`src/rtl/sync_pkg.sv`:
```
`default_nettype none
// ============================================================================
//  Module      : sync_pkg
//  Description : Shared constants for the clock-domain-crossing slice: the
//                bus synchronizer defaults and the byte packer defaults.
//  Revision    : 1.0 - initial release
// ============================================================================
package sync_pkg;

    // Bus synchronizer defaults
    localparam int c_SYNC_STAGES    = 2;
    localparam int c_SYNC_BUS_WIDTH = 8;

    // Byte packer defaults: one packer beat is one synchronized bus word
    localparam int c_BUS_WIDTH      = c_SYNC_BUS_WIDTH;
    localparam int c_NUM_BYTES      = 4;

endpackage : sync_pkg
`default_nettype wire

```
`src/rtl/sync_byte_packer.sv`:
```
`default_nettype none
// ============================================================================
//  Module      : sync_byte_packer
//  Description : Collects NUM_BYTES synchronized beats (first beat in the
//                LSBs) into one word and presents it on a valid/ready
//                holding register. A word that completes while the holding
//                register is full and not draining is dropped and flagged
//                in a sticky overflow bit.
//  Revision    : 1.0 - initial release
// ============================================================================
module sync_byte_packer
    import sync_pkg::*;
#(
    parameter int BUS_WIDTH = c_BUS_WIDTH,
    parameter int NUM_BYTES = c_NUM_BYTES
) (
    input  logic                             CLK,
    input  logic                             RST,
    input  logic [BUS_WIDTH-1:0]             sync_bus,
    input  logic                             enable_pulse,
    input  logic                             packed_ready,
    input  logic                             clear_ovf,
    output logic [BUS_WIDTH*NUM_BYTES-1:0]   packed_data,
    output logic                             packed_valid,
    output logic [$clog2(NUM_BYTES)-1:0]     beat_cnt,
    output logic                             overflow
);

    localparam int c_WORD_W = BUS_WIDTH * NUM_BYTES;
    localparam int c_CNT_W  = $clog2(NUM_BYTES);
    localparam logic [c_CNT_W-1:0] c_LAST_BEAT = c_CNT_W'(NUM_BYTES - 1);

    logic [c_WORD_W-1:0] r_asm;
    logic [c_WORD_W-1:0] r_data;
    logic [c_CNT_W-1:0]  r_beat_cnt;
    logic                r_valid;
    logic                r_overflow;

    logic [c_WORD_W-1:0] w_asm_next;
    logic                w_word_done;
    logic                w_xfer;
    logic                w_load;
    logic                w_ovf_event;

    // Assembly register as it will look after this cycle's beat (if any);
    // on the completing beat this is the finished word, so it can be
    // loaded into the holding register on the same edge.
    always_comb begin
        w_asm_next = r_asm;
        for (int i = 0; i < NUM_BYTES; i++) begin
            if (enable_pulse && (r_beat_cnt == c_CNT_W'(i))) begin
                w_asm_next[i*BUS_WIDTH +: BUS_WIDTH] = sync_bus;
            end
        end
    end

    // Handshake decode: ready only matters while a word is held, and a
    // completing word may reuse the slot being drained on the same edge.
    always_comb begin
        w_word_done = enable_pulse && (r_beat_cnt == c_LAST_BEAT);
        w_xfer      = r_valid && packed_ready;
        w_load      = w_word_done && (!r_valid || w_xfer);
        w_ovf_event = w_word_done && r_valid && !w_xfer;
    end

    // Beat counter and assembly register; idle cycles hold both.
    always_ff @(posedge CLK) begin
        if (!RST) begin
            r_asm      <= '0;
            r_beat_cnt <= '0;
        end else if (enable_pulse) begin
            r_asm      <= w_asm_next;
            r_beat_cnt <= w_word_done ? '0 : r_beat_cnt + c_CNT_W'(1);
        end
    end

    // Output holding register with valid flag.
    always_ff @(posedge CLK) begin
        if (!RST) begin
            r_data  <= '0;
            r_valid <= 1'b0;
        end else if (w_load) begin
            r_data  <= w_asm_next;
            r_valid <= 1'b1;
        end else if (w_xfer) begin
            r_valid <= 1'b0;
        end
    end

    // Sticky overflow; a new drop beats a simultaneous clear request.
    always_ff @(posedge CLK) begin
        if (!RST) begin
            r_overflow <= 1'b0;
        end else if (w_ovf_event) begin
            r_overflow <= 1'b1;
        end else if (clear_ovf) begin
            r_overflow <= 1'b0;
        end
    end

    assign packed_data  = r_data;
    assign packed_valid = r_valid;
    assign beat_cnt     = r_beat_cnt;
    assign overflow     = r_overflow;

endmodule : sync_byte_packer
`default_nettype wire
```
`config.mk`:
```
export PLATFORM = sky130hd
export DESIGN_NAME = sync_byte_packer
export DESIGN_NICKNAME = d
export VERILOG_FILES = /design/src/rtl/sync_pkg.sv /design/src/rtl/sync_byte_packer.sv
export SDC_FILE = /design/constraint.sdc
export NUM_CORES = 1
export LEC_CHECK = 0
export ABC_AREA = 1
export CORE_UTILIZATION = 51
export CTS_CLUSTER_SIZE = 30
export DETAILED_ROUTE_END_ITERATION = 8
export PLACE_DENSITY = 0.8
export SLEW_MARGIN = 20
export SYNTH_ARGS = -nofsm -noshare
export SYNTH_HDL_FRONTEND = slang
export SYNTH_SLANG_ARGS = --single-unit
```
`constraint.sdc`:
```
create_clock -name CLK -period 2.3 [get_ports CLK]
set_input_delay 0.46 -clock CLK [delete_from_list [all_inputs] [get_ports CLK]]
set_output_delay 0.46 -clock CLK [all_outputs]
set_load 0.02 [all_outputs]
```
Yosys cells after proc, flatten, opt, wreduce, memory -nomap -nowiden
Cells that the tools add are included.

storage, ports and cells
  register bits after elaboration = 68
  input bits = 13
  output and inout bits = 36
  word-level logic and storage cells = 32

operators by class
  $add $sub $neg = 1
  equal/unequal tests = 3
  multiplexer cells = 9
  reductions and logical operators = 14

operator list
  cell                                                  number
  two-way mux 8 bit                                     4
  logical AND 1 bit                                     8
  equality test 2 bit (second input constant)           2
  two-way mux 1 bit                                     4
  nonzero test 2 bit                                    2
  adder 2 x 1 -> 2 bit (second input constant)          1
  equality test 2 x 1 -> 1 bit (second input constant)  1
  zero test 1 bit                                       2
  zero test 2 bit                                       1
  two-way mux 2 bit                                     1
  logical OR 1 bit                                      1

Logic depth before layout (Yosys ltp)
Gate-level depths: netlist of run 1.

  word-level depth = 5
  depth in mapped cells = 8
  depth with buffers taken out = 7

Worst setup path before layout of run 1
OpenSTA, ideal clock, no wires.

  kind = flip-flop to flip-flop
  from = register r_beat_cnt[0], in the netlist beat_cnt[0]
  to = register r_data[4], in the netlist packed_data[4]
  setup time = 0.064 ns
  data arrival time = 1.353 ns
  required time = 2.236 ns
  path slack = 0.883 ns
  stages on the path, launching flop included = 9
  buffers on the path = 1
  clock period less this slack = 1.417 ns
  cell sequence = dfxtp_1 > inv_1 > ha_1 > buf_2 > nand2_1 > nand2_1 > nand2_1 > nor2_1 > nor2_1

between the ends
  word-level cells in the longest chain between the ends = 3
  elaborated cells on any way between the ends = 6
  classes of those cells = 1 x eq/ne; 1 x mux; 4 x reduce/logical

RTL lines
  element                                                        RTL line                                        RTL
  start: declaration                                             sync_byte_packer.sv:35                          logic [c_CNT_W-1:0] r_beat_cnt;
  start signal: assignment                                       sync_byte_packer.sv:73                          r_beat_cnt <= w_word_done ? '0 : r_beat_cnt + c_CNT_W'(1);
  zero test 2 bit / equality test 2 bit (equally long branches)  sync_byte_packer.sv:51, sync_byte_packer.sv:60
  logical AND 1 bit, on equally long branches                    sync_byte_packer.sv:51, sync_byte_packer.sv:60
  two-way mux 8 bit / logical AND 1 bit (equally long branches)  sync_byte_packer.sv:51, sync_byte_packer.sv:62
  end signal: assignment                                         sync_byte_packer.sv:83                          r_data <= w_asm_next;
  end: declaration                                               sync_byte_packer.sv:34                          logic [c_WORD_W-1:0] r_data;

Parallel ways exist; a longest one is shown, timed or not.
A chain may end at the register's enable or synchronous reset.

Worst setup path after layout of run 1
  from = register r_beat_cnt[0], in the netlist beat_cnt[0]
  to = output port beat_cnt[0]

RTL lines
  element           RTL line                RTL
  end: declaration  sync_byte_packer.sv:25  output logic [$clog2(NUM_BYTES)-1:0] beat_cnt,

No word-level cell between the ends.

==> impl_table.tex, run 1 <==
\begin{tabular}{lr}
\hline
Metric & Value \\
\hline
\multicolumn{2}{l}{\textbf{Worst setup path}} \\
\quad CP startpoint & beat\_cnt[0] \\
\quad Kind of critical path & flop to output port \\
\quad Worst r2r src & beat\_cnt[1] \\
\quad Crit Reg-Reg Endpoint & packed\_data[11] \\
\quad Critical path capture point type & output port \\
\quad Required time at the endpoint of the critical path & roughly 1800 ps \\
\quad Delay of the slowest cell on the worst path & between 600 and 700 ps \\
\quad Critical Path Stages & 1 \\
\quad Logic depth of the worst register-to-register path & 7 \\
\quad Slowest cell on the critical path & clkdlybuf4s50\_1 \\
\quad List of cells traversed by the critical path & clkdlybuf4s50\_1 \\
\quad CP arrival & about 1400 ps \\
\quad Top fanout value on the critical path & 5 \\
\quad Worst reg-to-reg setup slack & 740 ps \\
\quad CP bufs+invs & 1 \\
\quad Element type at the critical path start & flop \\
\quad Critical path endpoint & beat\_cnt[0] \\
\quad Family with the most delay on the worst path & buffers and inverters \\
\multicolumn{2}{l}{\textbf{Yosys}} \\
\quad Cells after synthesis & between 300 and 400 \\
\quad Count of unique library cells instantiated by Yosys & 14 \\
\quad Share of the yosys chip area belonging to registers & between 40 and 50\% \\
\quad Mean post-synth cell area & approximately 7 sq um \\
\quad Synthesized netlist net count & between 300 and 400 \\
\quad Synthesized flop and latch total & 60 \\
\quad Netlist Area Pre-Place & between 2000 and 2500 sq um \\
\quad Yosys warning total & 0 \\
\multicolumn{2}{l}{\textbf{Route}} \\
\quad Post-Route M1 WL & 2530 um \\
\quad Ratio of routed vias to standard cells & slightly below 5 \\
\quad Wirelength per Cell & 11.6 um \\
\quad Top layer reached by signal wires & met4 \\
\quad Routed wl met3 & about 290 um \\
\quad Detail Route met2 WL & 2460 um \\
\quad Routed WL & roughly 5300 um \\
\quad Number of iterations in the first detailed-routing pass & 4 \\
\quad Iteration-0 DRC count of the detailed router & about 130 \\
\quad Total via count in the routed design & $\sim$2200 \\
\quad Antenna Nets Post-Route & 0 \\
\quad Residual DRC & 0 \\
\multicolumn{2}{l}{\textbf{Finish}} \\
\quad Layout cells sized above 1 & 5.85\% \\
\quad Layout fillers & 379 \\
\quad Most frequent cells in the layout & nand2\_1, nor2\_1, dfxtp\_1 \\
\quad Growth of design area from synthesis to finish & 27.1\% \\
\quad Commonest non-fill, non-tap cell in the layout & nand2\_1 \\
\quad Area of the multi-input gates & between 1000 and 1500 sq um \\
\quad Number of nets in the layout & about 420 \\
\quad Diodes inserted & 0 \\
\quad Storage element area & around 1200 sq um \\
\quad Layout Cell Area excl Fill & 3140 sq um \\
\multicolumn{2}{l}{\textbf{Floorplan}} \\
\quad Die area & 5130 sq um \\
\quad Standard-cell rows & 24 \\
\quad Die Span X & between 70 and 80 um \\
\quad Placeable core area & approximately 4500 sq um \\
\quad I/O pin total & a little under 50 \\
\quad Initial Utilization & between 50\% and 60\% \\
\quad Floorplan die height & between 70 and 80 um \\
\multicolumn{2}{l}{\textbf{STA}} \\
\quad Hold Vio Cnt, Final & 0 \\
\quad Fin crit period & 1840 ps \\
\quad Post-Route Hold Slack & around 470 ps \\
\quad Highest clock frequency the design can meet & $\sim$540 MHz \\
\quad Total negative slack for setup checks & 0 ps \\
\quad Clock skew after layout & approximately 8 ps \\
\quad Worst slew margin relative to its limit & 69.7\% \\
\quad Worst-Margin Slew & around 450 ps \\
\quad Setup repair after global routing missed its margin & false \\
\quad Post-route clock period utilization & between 70\% and 80\% \\
\quad Endpoints failing setup & 0 \\
\quad Count of final max-slew check failures & 0 \\
\multicolumn{2}{l}{\textbf{Clocking}} \\
\quad CTS Root Buffer Type & clkbuf\_8 \\
\quad Post\_cts resized & 0 \\
\quad Clock sinks & 60 \\
\quad Maximum level of the CTS H-tree & 3 \\
\quad Clock tree from TritonCTS & done \\
\quad Clock latency on the worst-skew pair & between 300 and 400 ps \\
\quad Maximum buffer depth of the clock tree & 2 \\
\quad Post-CTS setup buffers & 0 \\
\quad \# hold bufs at CTS & 0 \\
\quad Clock-pin transition on the worst setup and hold timing paths & approximately 60 ps \\
\quad Num CTS Buffers & 9 \\
\multicolumn{2}{l}{\textbf{Power}} \\
\quad Worst IR Drop VDD & between 0.4 and 0.5 mV \\
\quad Total leakage power & between 0.0015 and 0.002 uW \\
\quad Cell Pwr Density & $\sim$700 nW/um\^{}2 \\
\quad Power, Total & 2190 uW \\
\multicolumn{2}{l}{\textbf{Global routing}} \\
\quad Global-route usage over all layers & 22.9\% \\
\quad Remaining Overflow, GRT & 0 \\
\quad Largest net degree at the start of global routing & 37 \\
\quad Via count of the first global-routing pass & 2028 \\
\quad Wire length of the first global-routing pass & around 9000 um \\
\quad Initial antenna violation count & 0 \\
\multicolumn{2}{l}{\textbf{Placed design}} \\
\quad Final weighted congestion in routability-driven placement & 0.844 \\
\quad Total placed instance area & between 2000 and 3000 sq um \\
\quad Final HPWL DP & between 3000 and 4000 um \\
\quad Number of input and output port buffers inserted & between 40 and 50 \\
\multicolumn{2}{l}{\textbf{Run status}} \\
\quad Outcome & finished clean \\
\multicolumn{2}{l}{\textbf{Hold path}} \\
\quad Tightest Hold Check Type & flop to flop \\
\multicolumn{2}{l}{\textbf{Run}} \\
\quad Max Cap Viol & 0 \\
\hline
\end{tabular}
## Yosys cell counts (all sizes together)
library cell,n,area [sq um]
nand2,119,452
nor2,73,274
dfxtp,60,1200
inv,32,120
a21oi,27,135
nand3,25,125
buf,12,75.1
clkbuf,7,26.3
ha,4,50.1
o21ai,3,15.0
## where the power goes
part | internal (uW) | switching [uW] | total (uW)
clock | 463 | 382 | 846
combinational | 100 | 153 | 253
sequential | 1080 | 16.5 | 1090
total | 1640 | 552 | 2190
## state kept, by name, indices dropped and copies added (netlist names)
signal	count
overflow	1
beat_cnt	2
packed_data	32
r_asm	24
packed_valid	1
## cell type report
cell class	instances	share of cell area, %
inverter	32	3.82
clock buffer	12	5.25
tap	52	2.07
multi-input combinational	251	33.4
clock inverter	2	0.318
sequential	60	38.2
timing repair buffer	53	16.9
## worst min-delay path by stage
| stage | startpoint | to | cells past startpoint |
|---|---|---|---|
| 6_report | r_asm[19] | r_asm[19] | 2 |
| 5_1_grt | r_asm[23] | r_asm[23] | 2 |
| 4_1_cts | r_asm[6] | r_asm[6] | 2 |
| 3_5_place_dp | overflow | overflow | 2 |
| 3_3_place_gp | overflow | overflow | 2 |
| 2_1_floorplan | r_asm[0] | r_asm[0] | 2 |
## routing by layer
| layer | vias up | track usage (%) |
|---|---|---|
| met1 | 968 | 30.7 |
| met2 | 64 | 35.3 |
| met3 | 7 | 4.64 |
| li1 | 1192 | - |
| met5 | - | 0 |
| met4 | 0 | 11.5 |
## kinds of logic (layout without fill, tap and decap cells)
group / Yosys count / after routing / synth area share, %
adder cells (fa/ha/maj): 4 / 4 / 2.02
AO/OA/AOI/OAI: 30 / 30 / 6.07
buffers and inverters: 51 / 99 / 8.95
AND/OR/NAND/NOR: 217 / 217 / 34.4
flip-flops: 60 / 60 / 48.6
## through the flow
stage | instances | setup slack [ps] | util, %
after floorplan | 362 | 883 | -
after global placement | 448 | 375 | 65.9
after detailed placement | 448 | 354 | 65.9
after CTS | 462 | 455 | 69.8
after global routing | 462 | 410 | 69.8
final | 462 | 464 | 69.8
No activity file was read; power rests on OpenSTA's default activity.
==> run 2: changes to the inputs <==
--- a/config.mk
+++ b/config.mk
@@ -6,10 +6,10 @@
 export NUM_CORES = 1
 export LEC_CHECK = 0
 export ABC_AREA = 1
-export CORE_UTILIZATION = 51
+export CORE_UTILIZATION = 50
 export CTS_CLUSTER_SIZE = 30
 export DETAILED_ROUTE_END_ITERATION = 8
-export PLACE_DENSITY = 0.8
+export PLACE_DENSITY = 0.79
 export SLEW_MARGIN = 20
 export SYNTH_ARGS = -nofsm -noshare
 export SYNTH_HDL_FRONTEND = slang
==> constraint.sdc (replaced) <==
create_clock -name CLK -period 1.9 [get_ports CLK]
set_input_delay 0.38 -clock CLK [delete_from_list [all_inputs] [get_ports CLK]]
set_output_delay 0.38 -clock CLK [all_outputs]
set_load 0.02 [all_outputs]
==> run 2 against run 1 <==
Routed wire length down 3.2%. Worst hold slack better by 2.9 ps. Non-clock buffer count unchanged. Register-to-register slack got worse by 430 ps. Die area grew 1.9%. Sequential power grew 21%. Critical endpoint unchanged. Count of clock-buffer cells in the layout decreased by 1. Total power rose by 32%. Cell area up 3.1%. Sequential cell count did not move. Critical path depth unchanged. Largest cell class unchanged. Utilization decreased by 1.6 points.
==> impl_table.tex, run 2 (synthesized netlist as in run 1, its figures left out) <==
\begin{tabular}{lr}
\hline
Metric & Value \\
\hline
\multicolumn{2}{l}{\textbf{Hold path}} \\
\quad Tightest Hold Check Type & flop to flop \\
\multicolumn{2}{l}{\textbf{Global routing}} \\
\quad Initial antenna violation count & 0 \\
\quad Met2 track demand over resource in global routing & a little over a third \\
\quad Met1 Resource Use GR & 28.9\% \\
\quad Wire length of the first global-routing pass & approximately 9000 um \\
\quad Via count of the first global-routing pass & about 2000 \\
\quad Global-route usage over all layers & a little under a quarter \\
\quad Largest net degree at the start of global routing & 35 \\
\quad Met3 Track Usage GR & between 5 and 6\% \\
\quad Remaining Overflow, GRT & 0 \\
\quad Highest-utilization routing layer at the global route stage & met2 \\
\multicolumn{2}{l}{\textbf{Clocking}} \\
\quad Maximum level of the CTS H-tree & 3 \\
\quad Maximum buffer depth of the clock tree & 2 \\
\quad Post-CTS setup buffers & 0 \\
\quad Clock sinks & 60 \\
\quad CTS Root Buffer Type & clkbuf\_8 \\
\quad Clock latency on the worst-skew pair & $\sim$330 ps \\
\quad Post\_cts resized & 0 \\
\quad \# hold bufs at CTS & 0 \\
\quad Clock-pin transition on the worst setup and hold timing paths & about 70 ps \\
\quad Clock tree from TritonCTS & done \\
\quad Num CTS Buffers & 9 \\
\multicolumn{2}{l}{\textbf{STA}} \\
\quad Worst-Margin Slew & approximately 440 ps \\
\quad Highest clock frequency the design can meet & roughly 560 MHz \\
\quad Setup repair after global routing missed its margin & false \\
\quad Total negative slack for setup checks & 0 ps \\
\quad Worst slew margin relative to its limit & a little under three quarters \\
\quad Hold Vio Cnt, Final & 0 \\
\quad Endpoints failing setup & 0 \\
\quad Clock skew after layout & 7.34 ps \\
\quad Fin crit period & 1770 ps \\
\quad Post-route clock period utilization & around 93\% \\
\quad Count of final max-slew check failures & 0 \\
\multicolumn{2}{l}{\textbf{Floorplan}} \\
\quad Die Span X & slightly above 70 um \\
\quad Initial Utilization & between 50\% and 60\% \\
\quad Floorplan die height & approximately 72 um \\
\quad Placeable core area & around 4800 sq um \\
\quad I/O pin total & 49 \\
\quad Standard-cell rows & 25 \\
\quad Die area & approximately 5200 sq um \\
\multicolumn{2}{l}{\textbf{Worst setup path}} \\
\quad Slowest cell on the critical path & clkdlybuf4s50\_1 \\
\quad Family with the most delay on the worst path & buffers and inverters \\
\quad Element type at the critical path start & flop \\
\quad CP arrival & 1390 ps \\
\quad Kind of critical path & flop to output port \\
\quad List of cells traversed by the critical path & clkdlybuf4s50\_1 \\
\quad CP bufs+invs & 1 \\
\quad Required time at the endpoint of the critical path & 1520 ps \\
\quad Critical path capture point type & output port \\
\quad Delay of the slowest cell on the worst path & $\sim$640 ps \\
\quad Top fanout value on the critical path & 5 \\
\multicolumn{2}{l}{\textbf{Route}} \\
\quad Iteration-0 DRC count of the detailed router & around 150 \\
\quad Routed WL & 5170 um \\
\quad Wirelength per Cell & 10.8 um \\
\quad Antenna Nets Post-Route & 0 \\
\quad Total via count in the routed design & between 2000 and 2500 \\
\quad Residual DRC & 0 \\
\quad Ratio of routed vias to standard cells & 4.61 \\
\quad Number of iterations in the first detailed-routing pass & 4 \\
\multicolumn{2}{l}{\textbf{Power}} \\
\quad Worst IR Drop VDD & a little over 0.5 mV \\
\quad Total leakage power & approximately 0.0016 uW \\
\quad Cell Pwr Density & between 800 and 900 nW/um\^{}2 \\
\multicolumn{2}{l}{\textbf{Finish}} \\
\quad Layout Cell Area excl Fill & 3240 sq um \\
\quad Number of nets in the layout & around 420 \\
\quad Most frequent cells in the layout & nand2\_1, nor2\_1, dfxtp\_1 \\
\quad Storage element area & around 1200 sq um \\
\quad Layout cells sized above 1 & 6.07\% \\
\quad Diodes inserted & 0 \\
\quad Area of the multi-input gates & between 1000 and 1500 sq um \\
\quad Commonest non-fill, non-tap cell in the layout & nand2\_1 \\
\quad Max reg flops & 32 \\
\quad Growth of design area from synthesis to finish & 31.0\% \\
\quad Layout fillers & between 400 and 500 \\
\multicolumn{2}{l}{\textbf{Placed design}} \\
\quad Number of input and output port buffers inserted & 48 \\
\quad Final weighted congestion in routability-driven placement & approximately 0.77 \\
\quad Final HPWL DP & between 3000 and 4000 um \\
\quad Total placed instance area & roughly 3000 sq um \\
\multicolumn{2}{l}{\textbf{Run}} \\
\quad Max Cap Viol & 0 \\
\multicolumn{2}{l}{\textbf{Run status}} \\
\quad Outcome & finished clean \\
\hline
\end{tabular}
==> run 2: where the power goes <==
part           total, uW  switching [uW]  internal [uW]  leakage [uW]
Sequential          1320            20.1           1300      0.000487
Clock               1260             487            768      0.000113
Combinational        309             182            127      0.000972
==> run 2: routing by layer <==
layer	vias to the layer above	wire (um)
met5	-	0
met4	0	107
met3	10	327
met2	63	2320
met1	941	2410
li1	1192	-
==> run 2: worst paths after layout <==
| kind | cells after the start | from | slack [ps] | to |
|---|---|---|---|---|
| max reg2reg | 7 | beat_cnt[0] | 310 | packed_data[4] |
| min reg2reg | 2 | r_asm[11] | 470 | r_asm[11] |
| max | 1 | beat_cnt[0] | 130 | beat_cnt[0] |
| min | 2 | r_asm[11] | 470 | r_asm[11] |
==> run 2: metrics by stage <==
| stage | hold WS [ps] | power, uW | util, % | cells | setup WS [ps] |
|---|---|---|---|---|---|
| after floorplan | 448 | 1540 | - | 362 | 483 |
| after global placement | 456 | 1650 | 63.6 | 463 | 146 |
| after detailed placement | 460 | 1660 | 63.6 | 463 | 119 |
| after CTS | 471 | 2900 | 68.2 | 479 | 108 |
| after global routing | 486 | 3010 | 68.2 | 479 | 65.9 |
| final | 470 | 2890 | 68.2 | 479 | 128 |
==> run 2: final cells by class <==
class / instances / area share [%]
clock buffer: 11 / 4.36
clock inverter: 5 / 2.32
inverter: 32 / 3.71
multi-input combinational: 251 / 32.4
sequential: 60 / 37.1
tap: 67 / 2.59
timing repair buffer: 53 / 17.5
==> run 2: tightest hold or removal path: stages (launching register included) <==
cell and delay, ps:
dfxtp_1 300, nand2_1 70, a21oi_1 60
